==> src/rtl/control_sequencer_if.sv <==
// Control/flag bundle between the microstep sequencer and the datapath.
// master = sequencer (drives controls, reads opcode and flags), slave = datapath.
interface control_sequencer_if;
    logic [3:0] opcode;
    logic       CF;
    logic       ZF;
    logic       pc_out;
    logic       pc_inc;
    logic       pc_load;
    logic       mar_load;
    logic       ram_out;
    logic       ram_load;
    logic       ir_load;
    logic       ir_out;
    logic       a_load;
    logic       a_out;
    logic       b_load;
    logic       alu_out;
    logic       sub;
    logic       out_load;
    logic       halt;
    logic [2:0] step;

    modport master (
        input  opcode, CF, ZF,
        output pc_out, pc_inc, pc_load, mar_load, ram_out, ram_load, ir_load, ir_out,
               a_load, a_out, b_load, alu_out, sub, out_load, halt, step
    );

    modport slave (
        output opcode, CF, ZF,
        input  pc_out, pc_inc, pc_load, mar_load, ram_out, ram_load, ir_load, ir_out,
               a_load, a_out, b_load, alu_out, sub, out_load, halt, step
    );
endinterface

==> src/rtl/control_sequencer.sv <==
// Microstep sequencer for the 8-bit bus machine: fetch T0/T1, opcode-specific execute T2..T4.
// state | meaning
// T0    | fetch: PC -> MAR
// T1    | fetch: RAM -> IR, PC++
// T2    | execute step 1 (every opcode)
// T3    | execute step 2 (LDA/ADD/SUB/STA, or idle when EARLY_END=0)
// T4    | execute step 3 (ADD/SUB, or idle when EARLY_END=0)
module control_sequencer #(
    parameter bit EARLY_END = 1'b1
) (
    input  logic                clk,
    input  logic                rst_n,
    control_sequencer_if.master ctl
);
    typedef enum logic [2:0] {T0 = 3'd0, T1 = 3'd1, T2 = 3'd2, T3 = 3'd3, T4 = 3'd4} step_t;

    step_t step_q, step_d, last_step;
    logic  halted_q, halted_d;

    logic c_pc_out, c_pc_inc, c_pc_load, c_mar_load, c_ram_out, c_ram_load, c_ir_load;
    logic c_ir_out, c_a_load, c_a_out, c_b_load, c_alu_out, c_sub, c_out_load;

    always_ff @(posedge clk or negedge rst_n) begin
        if (!rst_n) begin
            step_q   <= T0;
            halted_q <= 1'b0;
        end else begin
            step_q   <= step_d;
            halted_q <= halted_d;
        end
    end

    always_comb begin
        last_step = T2;
        case (ctl.opcode)
            4'd1, 4'd4: last_step = T3;
            4'd2, 4'd3: last_step = T4;
            default:    last_step = T2;
        endcase
    end

    always_comb begin
        c_pc_out   = 1'b0;
        c_pc_inc   = 1'b0;
        c_pc_load  = 1'b0;
        c_mar_load = 1'b0;
        c_ram_out  = 1'b0;
        c_ram_load = 1'b0;
        c_ir_load  = 1'b0;
        c_ir_out   = 1'b0;
        c_a_load   = 1'b0;
        c_a_out    = 1'b0;
        c_b_load   = 1'b0;
        c_alu_out  = 1'b0;
        c_sub      = 1'b0;
        c_out_load = 1'b0;
        step_d     = step_q;
        halted_d   = halted_q;

        if (!halted_q) begin
            case (step_q)
                T0: begin
                    c_pc_out   = 1'b1;
                    c_mar_load = 1'b1;
                end
                T1: begin
                    c_ram_out = 1'b1;
                    c_ir_load = 1'b1;
                    c_pc_inc  = 1'b1;
                end
                T2: begin
                    case (ctl.opcode)
                        4'd1, 4'd2, 4'd3, 4'd4: begin
                            c_ir_out   = 1'b1;
                            c_mar_load = 1'b1;
                        end
                        4'd5: begin
                            c_ir_out = 1'b1;
                            c_a_load = 1'b1;
                        end
                        4'd6: begin
                            c_ir_out  = 1'b1;
                            c_pc_load = 1'b1;
                        end
                        4'd7: begin
                            c_ir_out  = ctl.CF;
                            c_pc_load = ctl.CF;
                        end
                        4'd8: begin
                            c_ir_out  = ctl.ZF;
                            c_pc_load = ctl.ZF;
                        end
                        4'd14: begin
                            c_a_out    = 1'b1;
                            c_out_load = 1'b1;
                        end
                        4'd15: halted_d = 1'b1;
                        default: ;
                    endcase
                end
                T3: begin
                    case (ctl.opcode)
                        4'd1: begin
                            c_ram_out = 1'b1;
                            c_a_load  = 1'b1;
                        end
                        4'd2, 4'd3: begin
                            c_ram_out = 1'b1;
                            c_b_load  = 1'b1;
                            c_sub     = (ctl.opcode == 4'd3);
                        end
                        4'd4: begin
                            c_a_out    = 1'b1;
                            c_ram_load = 1'b1;
                        end
                        default: ;
                    endcase
                end
                T4: begin
                    if (ctl.opcode == 4'd2 || ctl.opcode == 4'd3) begin
                        c_alu_out = 1'b1;
                        c_a_load  = 1'b1;
                        c_sub     = (ctl.opcode == 4'd3);
                    end
                end
                default: ;
            endcase

            if (EARLY_END ? (step_q == last_step) : (step_q == T4))
                step_d = T0;
            else
                step_d = step_t'(3'(step_q + 3'd1));
        end
    end

    // Controls are gated by rst_n so they drop the instant reset asserts, not at the next edge.
    assign ctl.pc_out   = rst_n & c_pc_out;
    assign ctl.pc_inc   = rst_n & c_pc_inc;
    assign ctl.pc_load  = rst_n & c_pc_load;
    assign ctl.mar_load = rst_n & c_mar_load;
    assign ctl.ram_out  = rst_n & c_ram_out;
    assign ctl.ram_load = rst_n & c_ram_load;
    assign ctl.ir_load  = rst_n & c_ir_load;
    assign ctl.ir_out   = rst_n & c_ir_out;
    assign ctl.a_load   = rst_n & c_a_load;
    assign ctl.a_out    = rst_n & c_a_out;
    assign ctl.b_load   = rst_n & c_b_load;
    assign ctl.alu_out  = rst_n & c_alu_out;
    assign ctl.sub      = rst_n & c_sub;
    assign ctl.out_load = rst_n & c_out_load;
    assign ctl.halt     = rst_n & halted_q;
    assign ctl.step     = step_q;
endmodule

==> src/flat_wrapper.sv <==
// flat-port wrapper written by rule: the top's interface ports become plain ports
module control_sequencer_flat 
#(
    parameter bit EARLY_END = 1'b1
)
  (clk, rst_n, ctl_opcode, ctl_CF, ctl_ZF, ctl_pc_out, ctl_pc_inc, ctl_pc_load, ctl_mar_load, ctl_ram_out, ctl_ram_load, ctl_ir_load, ctl_ir_out, ctl_a_load, ctl_a_out, ctl_b_load, ctl_alu_out, ctl_sub, ctl_out_load, ctl_halt, ctl_step);
  control_sequencer_if ctl_i ();
  input  logic clk;
  input  logic rst_n;
  input wire logic [$bits(ctl_i.opcode)-1:0] ctl_opcode;
  input wire logic [$bits(ctl_i.CF)-1:0] ctl_CF;
  input wire logic [$bits(ctl_i.ZF)-1:0] ctl_ZF;
  output wire logic [$bits(ctl_i.pc_out)-1:0] ctl_pc_out;
  output wire logic [$bits(ctl_i.pc_inc)-1:0] ctl_pc_inc;
  output wire logic [$bits(ctl_i.pc_load)-1:0] ctl_pc_load;
  output wire logic [$bits(ctl_i.mar_load)-1:0] ctl_mar_load;
  output wire logic [$bits(ctl_i.ram_out)-1:0] ctl_ram_out;
  output wire logic [$bits(ctl_i.ram_load)-1:0] ctl_ram_load;
  output wire logic [$bits(ctl_i.ir_load)-1:0] ctl_ir_load;
  output wire logic [$bits(ctl_i.ir_out)-1:0] ctl_ir_out;
  output wire logic [$bits(ctl_i.a_load)-1:0] ctl_a_load;
  output wire logic [$bits(ctl_i.a_out)-1:0] ctl_a_out;
  output wire logic [$bits(ctl_i.b_load)-1:0] ctl_b_load;
  output wire logic [$bits(ctl_i.alu_out)-1:0] ctl_alu_out;
  output wire logic [$bits(ctl_i.sub)-1:0] ctl_sub;
  output wire logic [$bits(ctl_i.out_load)-1:0] ctl_out_load;
  output wire logic [$bits(ctl_i.halt)-1:0] ctl_halt;
  output wire logic [$bits(ctl_i.step)-1:0] ctl_step;
  assign ctl_i.opcode = ctl_opcode;
  assign ctl_i.CF = ctl_CF;
  assign ctl_i.ZF = ctl_ZF;
  assign ctl_pc_out = ctl_i.pc_out;
  assign ctl_pc_inc = ctl_i.pc_inc;
  assign ctl_pc_load = ctl_i.pc_load;
  assign ctl_mar_load = ctl_i.mar_load;
  assign ctl_ram_out = ctl_i.ram_out;
  assign ctl_ram_load = ctl_i.ram_load;
  assign ctl_ir_load = ctl_i.ir_load;
  assign ctl_ir_out = ctl_i.ir_out;
  assign ctl_a_load = ctl_i.a_load;
  assign ctl_a_out = ctl_i.a_out;
  assign ctl_b_load = ctl_i.b_load;
  assign ctl_alu_out = ctl_i.alu_out;
  assign ctl_sub = ctl_i.sub;
  assign ctl_out_load = ctl_i.out_load;
  assign ctl_halt = ctl_i.halt;
  assign ctl_step = ctl_i.step;
  control_sequencer #(.EARLY_END(EARLY_END)) u_core (.clk(clk), .rst_n(rst_n), .ctl(ctl_i));
endmodule
==> config.mk <==
export PLATFORM = sky130hd
export DESIGN_NAME = control_sequencer_flat
export DESIGN_NICKNAME = d
export VERILOG_FILES = /design/src/rtl/control_sequencer_if.sv /design/src/rtl/control_sequencer.sv /design/src/flat_wrapper.sv
export SDC_FILE = /design/constraint.sdc
export NUM_CORES = 1
export LEC_CHECK = 0
export CORE_MARGIN = 3
export CORE_UTILIZATION = 46
export CTS_CLUSTER_SIZE = 24
export DETAILED_ROUTE_END_ITERATION = 10
export GPL_ROUTABILITY_DRIVEN = 0
export MAX_ROUTING_LAYER = met4
export PLACE_DENSITY_LB_ADDON = 0.08
export SLEW_MARGIN = 20
export SYNTH_ARGS = -nofsm -noshare
export SYNTH_HDL_FRONTEND = slang
export SYNTH_SLANG_ARGS = --single-unit
==> constraint.sdc <==
create_clock -name clk -period 4.9 [get_ports clk]
set_input_delay 0.98 -clock clk [delete_from_list [all_inputs] [get_ports clk]]
set_output_delay 0.98 -clock clk [all_outputs]
set_load 0.05 [all_outputs]
==> results.yml, run 1 <==
run_status:
  result_of_the_run: "completed"
critical_path:
  timing.critical_path.to: "ctl_sub"
  cp_data_arrival_time_ns: 3.42
  rr_startpoint: "u_core.ctl.step[0]$_DFFE_PN0N_"
  worstSetupEndpointType: "output pin"
  critPathLaunchType: "input pin"
  setup_crit_start: "ctl_opcode[1]"
  crit_type: "input pin to output pin"
  regToRegEndpoint: "u_core.ctl.step[2]$_DFFE_PN0N_"
  critical_path.max_fanout: 12
  rrSetupSlack_ns: 3.41
  crit_required_ns: 3.92
  r2r_cells: 4
detailed_routing:
  first_pass_iters: 4
  drc_errors: 0
  first_iter_violations: 22
  vias: 774
  via_density_per_instance: 5.95
  drt.antenna.violating_nets: 0
  avgRoutedWirePerCell_um: 13.6
  drt_wl_total_um: 1770
clocking:
  post_cts_buffers: 0
  clk_transition_reported_paths_ns: 0.04
  root_buffer: "sky130_fd_sc_hd__clkbuf_4"
  htree_depth: 1
  cts.sink_count: 4
  worstSkewPairLatency_ns: 0.23
  post_cts_hold_buffer_count: 0
  tritoncts: "done"
  cts_inserted_buffers: 3
  ctsLongestPathBuffers: 2
  post_cts_resize_count: 0
synthesis:
  synth_flop_cell: "sky130_fd_sc_hd__dfrtp_1"
  synth-warning-count: 0
  synth.lib_cells_used.distinct: 37
  yosysTopAreaCellShare_pct: 15.0
  seq_area_frac_synth_pct: 15.0
  post-synth-top-area-cell: "sky130_fd_sc_hd__dfrtp_1"
  synth_edf_count: 0
  synth_seq_cells: 4
  syn-cell-area_um2: 668
  synth_area_per_cell_um2: 7.34
  synthesis.nets: 104
  yosys-top-cells-area: "sky130_fd_sc_hd__dfrtp_1, sky130_fd_sc_hd__ha_1, sky130_fd_sc_hd__nand2_1"
  synth-async-reset-ratio_pct: 100
  post_synth_inst_count: 91
power:
  p_int_mw: 0.206
  sw_frac_of_total_pct: 55.4
  p_leak_nw: 0.367
  worst_ir_drop_vdd_mv: 0.504
  combPwrFrac_pct: 71.7
  pwr_density_cell_nw_per_um2: 491
  p_seq_share_pct: 20.0
  power.share.clock_pct: 8.3
  power_switching_mw: 0.256
cells_and_area:
  layout_commonest_cell: "sky130_fd_sc_hd__clkdlybuf4s50_1"
  layout.cells.most_common_list: "sky130_fd_sc_hd__clkdlybuf4s50_1, sky130_fd_sc_hd__nand2_1, sky130_fd_sc_hd__nor2_1, sky130_fd_sc_hd__ha_1"
  finish.net_count: 130
  antennaDiodeCount: 0
  syn2layout_area_growth_pct: 41.0
  fill_cells: 123
  instances_no_fill: 130
  final_layout_size_suffix_gt1_share_pct: 12.2
placed_design:
  io_buffer_count: 25
  hpwlAfterDp_um: 1320
  placed_cells_incl_taps: 127
sta:
  max_freq_mhz: 227
  setup-violations-final: 0
  timing.setup.tns_ns: 0
  slew_headroom_pct: 62.0
  fin_crit_sh_pct: 89.8
  worst_clock_skew_ns: 0.00348
  post-route-min-period_ns: 4.40
  timing_max_transition_violations_final: 0
  unrepaired_setup_endpoints_after_global_routing: "false"
  timing_worst_slew_pin_value_ns: 0.568
  fin_hold_viols: 0
floorplanning:
  fp.dieH_um: 44.1
  fp.dieW_um: 44.1
  initial_core_util_pct: 50.1
  die_area_um2: 1950
  floorplan.rows: 13
  ioPinCount: 26
  core_area_um2: 1330
global_routing:
  antenna_found_initial: 0
  gr-usage-all-layers_pct: 19.6
  grt_pass1_wl_um: 2840
  globalRoute.totalOverflow: 0
  pin_count_of_the_biggest_net_entering_global_routing: 13
  first_global_vias: 708
worst_hold_path:
  timing.hold.worst.class: "flop to flop"
flow_run:
  maxCapViolations: 0
-- registers in the layout, summed over array words and instances (netlist names) --
| register | count |
|---|---|
| u_core.halted_q | 1 |
| u_core.ctl.step | 3 |
-- power groups by stage --
stage | registers [mW] | logic [mW] | clock network [mW]
after floorplan | 0.117 | 0.210 | 0
after global placement | 0.0905 | 0.324 | 0
after detailed placement | 0.0904 | 0.329 | 0
after CTS | 0.0911 | 0.330 | 0.0409
after global routing | 0.0958 | 0.354 | 0.0442
final | 0.0925 | 0.332 | 0.0385
-- worst min-delay path by stage --
stage	from	cells past startpoint	slack (ns)	end
floorplan	u_core.halted_q$_DFF_PN0_	2	0.59	u_core.ctl.step[2]$_DFFE_PN0N_
global placement	u_core.ctl.step[0]$_DFFE_PN0N_	1	0.65	u_core.ctl.step[0]$_DFFE_PN0N_
detailed placement	u_core.halted_q$_DFF_PN0_	1	0.66	u_core.ctl.step[2]$_DFFE_PN0N_
CTS	u_core.halted_q$_DFF_PN0_	1	0.67	u_core.ctl.step[2]$_DFFE_PN0N_
global route	u_core.ctl.step[0]$_DFFE_PN0N_	2	0.70	u_core.ctl.step[0]$_DFFE_PN0N_
finish	u_core.halted_q$_DFF_PN0_	1	0.67	u_core.ctl.step[2]$_DFFE_PN0N_
-- Yosys cell counts (4+ instances only) --
library cell	instances
sky130_fd_sc_hd__nand2_1	10
sky130_fd_sc_hd__nor2_1	10
sky130_fd_sc_hd__buf_2	5
sky130_fd_sc_hd__ha_1	5
sky130_fd_sc_hd__dfrtp_1	4
sky130_fd_sc_hd__inv_1	4
sky130_fd_sc_hd__nor3_1	4
sky130_fd_sc_hd__o21ai_1	4
-- per-layer routing --
| layer | wire length [um] | GRT usage, % | up-vias |
|---|---|---|---|
| li1 | - | - | 376 |
| met1 | 830 | 25.6 | 363 |
| met2 | 817 | 29.4 | 31 |
| met3 | 105 | 2.85 | 4 |
| met4 | 12 | 9.64 | 0 |
| met5 | 0 | - | - |
-- area by class of cell --
class | instances | area (um2) | share of cell area (%)
multi-input combinational | 77 | 520 | 55.2
timing repair buffer | 27 | 265 | 28.2
sequential | 4 | 100 | 10.6
clock buffer | 3 | 22.5 | 2.39
tap | 15 | 18.8 | 1.99
inverter | 4 | 15.0 | 1.59
-- logic make-up after synthesis --
family	synth area share (%)
AOI/OAI and AO/OA	26.8
adders and majority gates	9.36
buffers and inverters	7.12
DFF	15.0
muxes	1.50
and+or+nand+nor	40.3
-- per-stage QoR --
stage          total power, mW  util, %  setup slack, ns  hold WS (ns)  area, um2
6_report                 0.463     70.6            0.498         0.671        942
2_1_floorplan            0.327        -             1.31         0.587        668
3_3_place_gp             0.414     68.9            0.637         0.653        920
3_5_place_dp             0.419     68.9            0.546         0.663        920
4_1_cts                  0.462     70.6            0.532         0.668        942
5_1_grt                  0.494     70.6            0.407         0.700        942
-- worst max-delay path, cell delays in order --
cell	delay, ns
sky130_fd_sc_hd__clkdlybuf4s50_1	0.72
sky130_fd_sc_hd__nor3b_1	0.54
sky130_fd_sc_hd__nand2_1	0.14
sky130_fd_sc_hd__nor3b_1	0.20
sky130_fd_sc_hd__clkdlybuf4s50_1	0.83
(Power assumes the default switching activity.)
==> run 2, diff against run 1 <==
--- a/config.mk
+++ b/config.mk
@@ -5,8 +5,8 @@
 export SDC_FILE = /design/constraint.sdc
 export NUM_CORES = 1
 export LEC_CHECK = 0
-export CORE_MARGIN = 3
-export CORE_UTILIZATION = 46
+export CORE_MARGIN = 2
+export CORE_UTILIZATION = 38
 export CTS_CLUSTER_SIZE = 24
 export DETAILED_ROUTE_END_ITERATION = 10
 export GPL_ROUTABILITY_DRIVEN = 0
==> constraint.sdc (replaced) <==
create_clock -name clk -period 3.98 [get_ports clk]
set_input_delay 0.796 -clock clk [delete_from_list [all_inputs] [get_ports clk]]
set_output_delay 0.796 -clock clk [all_outputs]
set_load 0.05 [all_outputs]
==> run 2 against run 1 <==
Against the previous run:
- wire length decreased by 6.9%
- sequential cell count unchanged
- critical endpoint is now ctl_pc_out
- clock skew decreased by 0.0023 ns
- clock-buffer cell count unchanged
- critical path type unchanged
- final cell count increased by 2.3%
- cell area decreased by 0.53%
- global-route usage decreased by 2.6 points
- power increased by 23%
- first-iteration DRC count decreased by 45%
- via count decreased by 5.9%
- sequential share of layout area increased by 0.057 points
- largest power group unchanged
==> results.yml, run 2 (synthesized netlist as in run 1, its figures left out) <==
power:
  pwr_density_cell_nw_per_um2: 605
  power_switching_mw: 0.309
  p_int_mw: 0.258
  power.share.clock_pct: 8.4
  p_seq_share_pct: 19.9
  worst_ir_drop_vdd_mv: 0.337
  p_leak_nw: 0.397
  combPwrFrac_pct: 71.7
  sw_frac_of_total_pct: 54.5
detailed_routing:
  vias: 728
  first_iter_violations: 12
  drt.antenna.violating_nets: 0
  avgRoutedWirePerCell_um: 12.4
  via_density_per_instance: 5.47
  drt_wl_total_um: 1640
  drc_errors: 0
  first_pass_iters: 4
floorplanning:
  ioPinCount: 26
  die_area_um2: 2110
  fp.dieH_um: 45.9
  fp.dieW_um: 45.9
  core_area_um2: 1690
  initial_core_util_pct: 39.6
  floorplan.rows: 15
sta:
  fin_hold_viols: 0
  unrepaired_setup_endpoints_after_global_routing: "false"
  timing.setup.tns_ns: 0
  fin_crit_sh_pct: 84.6
  setup-violations-final: 0
  slew_headroom_pct: 67.0
  timing_max_transition_violations_final: 0
  final_critical_path_setup_slack_ns: 0.615
  max_freq_mhz: 297
  worst_clock_skew_ns: 0.00113
  timing_worst_slew_pin_value_ns: 0.493
  post-route-min-period_ns: 3.37
worst_hold_path:
  timing.hold.worst.class: "flop to flop"
  holdPathStages: 1
critical_path:
  crit_type: "input pin to output pin"
  worstSetupEndpointType: "output pin"
  crit_required_ns: 3.18
  path_common_cell: "sky130_fd_sc_hd__clkdlybuf4s50_1"
  path_cells: "clkdlybuf4s50_1, nor2b_1, and3_1, clkdlybuf4s50_1"
  cp_data_arrival_time_ns: 2.57
  critical-path-max-stage-delay_ns: 0.79
  critical_path.max_fanout: 3
  critPathLaunchType: "input pin"
  r2r_cells: 4
  cp_slowest_cell: "sky130_fd_sc_hd__clkdlybuf4s50_1"
global_routing:
  grt_pass1_wl_um: 2640
  first_global_vias: 619
  antenna_found_initial: 0
  pin_count_of_the_biggest_net_entering_global_routing: 13
  gr-usage-all-layers_pct: 17.0
  globalRoute.totalOverflow: 0
clocking:
  clk_transition_reported_paths_ns: 0.04
  tritoncts: "done"
  cts_inserted_buffers: 3
  worstSkewPairLatency_ns: 0.23
  cts.sink_count: 4
  post_cts_buffers: 0
  root_buffer: "sky130_fd_sc_hd__clkbuf_4"
  post_cts_hold_buffer_count: 0
  ctsLongestPathBuffers: 2
  post_cts_resize_count: 0
  htree_depth: 1
run_status:
  result_of_the_run: "completed"
flow_run:
  maxCapViolations: 0
cells_and_area:
  fill_cells: 186
  layout_commonest_cell: "sky130_fd_sc_hd__clkdlybuf4s50_1"
  layout.cells.most_common_list: "sky130_fd_sc_hd__clkdlybuf4s50_1, sky130_fd_sc_hd__buf_4, sky130_fd_sc_hd__nand2_1, sky130_fd_sc_hd__nor2_1, sky130_fd_sc_hd__ha_1"
  final_layout_size_suffix_gt1_share_pct: 22.4
  syn2layout_area_growth_pct: 40.3
  largest_register_ffs: 3
  antennaDiodeCount: 0
  utilization_pct: 55.5
  finish.net_count: 131
placed_design:
  io_buffer_count: 25
  detailedPlace.worstSlack_ns: 0.589
  hpwlAfterDp_um: 1270
## run 2: cell types whose count changed in the layout (fill, tap and decap cells not counted)
cell / before / now
sky130_fd_sc_hd__clkdlybuf4s50_1: 25 / 14
sky130_fd_sc_hd__buf_12: 0 / 1
sky130_fd_sc_hd__buf_4: 2 / 13
## run 2: path summary, 6_finish.rpt
check | from | endpoint | slack [ns]
min in group asynchronous | rst_n | u_core.ctl.step[0]$_DFFE_PN0N_ | 0.96
hold / removal | u_core.ctl.step[0]$_DFFE_PN0N_ | u_core.ctl.step[0]$_DFFE_PN0N_ | 0.67
setup reg to reg | u_core.ctl.step[0]$_DFFE_PN0N_ | u_core.ctl.step[2]$_DFFE_PN0N_ | 2.52
setup / recovery | rst_n | ctl_pc_out | 0.61
max in group asynchronous | rst_n | u_core.halted_q$_DFF_PN0_ | 2.91
hold reg to reg | u_core.ctl.step[0]$_DFFE_PN0N_ | u_core.ctl.step[0]$_DFFE_PN0N_ | 0.67
## run 2: power by group through the flow
stage / clock (mW) / combinational (mW) / sequential, mW
6_report: 0.0475 / 0.406 / 0.113
5_1_grt: 0.0518 / 0.439 / 0.119
4_1_cts: 0.0499 / 0.409 / 0.113
3_5_place_dp: 0 / 0.408 / 0.112
3_3_place_gp: 0 / 0.407 / 0.112
2_1_floorplan: 0 / 0.259 / 0.144
## run 2: area by class of cell
type	count	area, um2	share of cell area, %
multi-input combinational	77	520	55.5
timing repair buffer	28	258	27.5
sequential	4	100	10.7
clock buffer	3	22.5	2.40
tap	17	21.3	2.27
inverter	4	15.0	1.60
## run 2: stage by stage
step	hold slack [ns]	total power [mW]	instances	area, um2
2_1_floorplan	0.500	0.403	91	668
3_5_place_dp	0.658	0.520	130	915
6_report	0.668	0.567	133	937
4_1_cts	0.668	0.572	133	937
5_1_grt	0.699	0.610	133	937
3_3_place_gp	0.657	0.519	130	915
## run 2: routing by layer
| layer | vias up | routed length (um) | track usage, % |
|---|---|---|---|
| met5 | - | 0 | - |
| met1 | 333 | 844 | 22.8 |
| li1 | 382 | - | - |
| met4 | 0 | 0 | 1.71 |
| met2 | 13 | 750 | 27.8 |
| met3 | 0 | 49 | 2.38 |
## run 2: worst max-delay path: cells and delay by family
kind	cells	cell delay, ns
buffers and inverters	2	1.34
and+or+nand+nor	2	0.43
==> run 3, diff against run 2 <==
--- a/config.mk
+++ b/config.mk
@@ -6,7 +6,7 @@
 export NUM_CORES = 1
 export LEC_CHECK = 0
 export CORE_MARGIN = 2
-export CORE_UTILIZATION = 38
+export CORE_UTILIZATION = 42
 export CTS_CLUSTER_SIZE = 24
 export DETAILED_ROUTE_END_ITERATION = 10
 export GPL_ROUTABILITY_DRIVEN = 0
==> constraint.sdc (replaced) <==
create_clock -name clk -period 3.22 [get_ports clk]
set_input_delay 0.644 -clock clk [delete_from_list [all_inputs] [get_ports clk]]
set_output_delay 0.644 -clock clk [all_outputs]
set_load 0.05 [all_outputs]
==> run 3 against run 2 <==
Against the previous run:
- final cell count grew 0.75%
- cell area grew 16%
- setup slack lost 0.31 ns
- sequential power grew 22%
- clock-buffer cell count is the same
- wire length grew 3.5%
- clock power grew 28%
- critical path type unchanged
- largest power group unchanged
==> results.yml, run 3 (synthesized netlist as in run 1, its figures left out) <==
global_routing:
  gr-usage-all-layers_pct: 22.3
  pin_count_of_the_biggest_net_entering_global_routing: 13
  first_global_vias: 702
  globalRoute.totalOverflow: 0
  grt_pass1_wl_um: 3190
  antenna_found_initial: 0
critical_path:
  critPathLaunchType: "input pin"
  setup_crit_start: "ctl_opcode[2]"
  crit_type: "input pin to output pin"
  critical_path.max_fanout: 8
  worstSetupEndpointType: "output pin"
  crit_required_ns: 2.58
  cp_data_arrival_time_ns: 2.27
  rrSetupSlack_ns: 1.71
  rr_startpoint: "u_core.ctl.step[0]$_DFFE_PN0N_"
  cp_slowest_cell: "sky130_fd_sc_hd__clkdlybuf4s50_1"
  timing.critical_path.to: "ctl_mar_load"
  critical-path-max-stage-delay_ns: 0.60
  r2r_cells: 4
  path_cells: "clkdlybuf4s50_1, or3b_1, a21oi_2, a21oi_1, nor3_2, buf_12"
  regToRegEndpoint: "u_core.ctl.step[2]$_DFFE_PN0N_"
floorplanning:
  core_area_um2: 1510
  ioPinCount: 26
  die_area_um2: 1930
  fp.dieW_um: 43.9
  floorplan.rows: 14
  initial_core_util_pct: 44.4
  fp.dieH_um: 43.9
clocking:
  worstSkewPairLatency_ns: 0.23
  cts.sink_count: 4
  post_cts_resize_count: 0
  clk_transition_reported_paths_ns: 0.04
  tritoncts: "done"
  post_cts_hold_buffer_count: 0
  ctsLongestPathBuffers: 2
  htree_depth: 1
  post_cts_buffers: 0
  cts_inserted_buffers: 3
  root_buffer: "sky130_fd_sc_hd__clkbuf_4"
detailed_routing:
  first_pass_iters: 4
  drc_errors: 0
  drt_wl_total_um: 1700
  first_iter_violations: 22
  vias: 751
  avgRoutedWirePerCell_um: 12.7
  drt.antenna.violating_nets: 0
  via_density_per_instance: 5.60
cells_and_area:
  fill_cells: 118
  fin_area_um2: 1080
  largest_register_ffs: 3
  layout_commonest_cell: "sky130_fd_sc_hd__buf_12"
  antennaDiodeCount: 0
  syn2layout_area_growth_pct: 62.2
  instances_no_fill: 134
  final_layout_size_suffix_gt1_share_pct: 28.0
  finish.net_count: 133
  layout.cells.most_common_list: "sky130_fd_sc_hd__buf_12, sky130_fd_sc_hd__nand2_1, sky130_fd_sc_hd__nor2_1, sky130_fd_sc_hd__clkdlybuf4s50_1, sky130_fd_sc_hd__buf_4"
power:
  p_leak_nw: 0.446
  pwr_density_cell_nw_per_um2: 677
  worst_ir_drop_vdd_mv: 0.641
run_status:
  result_of_the_run: "completed"
worst_hold_path:
  timing.hold.worst.class: "input pin to asynchronous set/reset pin"
sta:
  slew_headroom_pct: 66.8
  fin_crit_sh_pct: 90.5
  fin_hold_viols: 0
  final_critical_path_setup_slack_ns: 0.306
  max_freq_mhz: 343
  unrepaired_setup_endpoints_after_global_routing: "false"
  post-route-min-period_ns: 2.91
  hold-worst-slack_ns: 0.665
  timing_max_transition_violations_final: 0
  timing_worst_slew_pin_value_ns: 0.496
  timing.setup.tns_ns: 0
  setup-violations-final: 0
  worst_clock_skew_ns: 0.00171
flow_run:
  maxCapViolations: 0
placed_design:
  hpwlAfterDp_um: 1350
  dpl_cell_area_um2: 1060
  detailedPlace.worstSlack_ns: 0.310
  io_buffer_count: 25
  placed_cells_incl_taps: 131
-- run 3: per-layer routing --
metal / global-route usage, % / share of wire, % / up-vias
li1: - / - / 385
met1: 31.3 / 49 / 346
met2: 32.4 / 49 / 20
met3: 2.50 / 2.4 / 0
met4: 9.09 / 0 / 0
met5: - / 0 / -
-- run 3: area by class of cell --
cell class / count / area [um2] / share of cell area [%]
Clock buffer: 3 / 22.5 / 2.08
Inverter: 4 / 15.0 / 1.39
Multi-Input combinational cell: 77 / 526 / 48.5
Sequential cell: 4 / 100 / 9.24
Tap cell: 16 / 20.0 / 1.85
Timing Repair Buffer: 30 / 400 / 37.0
-- run 3: worst min-delay path by stage --
stage,start,to,slack (ns),depth (start not counted)
5_1_grt,rst_n,u_core.ctl.step[0]$_DFFE_PN0N_,0.69,1
2_1_floorplan,rst_n,u_core.ctl.step[0]$_DFFE_PN0N_,0.35,0
4_1_cts,rst_n,u_core.ctl.step[0]$_DFFE_PN0N_,0.66,1
6_report,rst_n,u_core.ctl.step[0]$_DFFE_PN0N_,0.66,1
3_5_place_dp,u_core.ctl.step[0]$_DFFE_PN0N_,u_core.ctl.step[0]$_DFFE_PN0N_,0.67,1
3_3_place_gp,u_core.ctl.step[0]$_DFFE_PN0N_,u_core.ctl.step[0]$_DFFE_PN0N_,0.64,1
-- run 3: worst max-delay path, delay by kind of cell --
kind / cells / cell delay [ns]
AND/OR/NAND/NOR: 2 / 0.58
AO/OA/AOI/OAI: 2 / 0.28
buffers and inverters: 2 / 0.77
-- run 3: power by group --
part           leakage [nW]  internal, mW  total, mW  switching (mW)
clock                0.0138        0.0416     0.0607          0.0191
sequential           0.0484        0.0775      0.138          0.0607
combinational         0.384         0.218      0.535           0.317
total                 0.446         0.337      0.734           0.397
-- run 3: metrics by stage --
step                power (mW)  util, %
floorplan                0.499        -
CTS                      0.737     71.9
detailed placement       0.671     70.4
finish                   0.734     71.9
global route             0.794     71.9
global placement         0.657     70.4
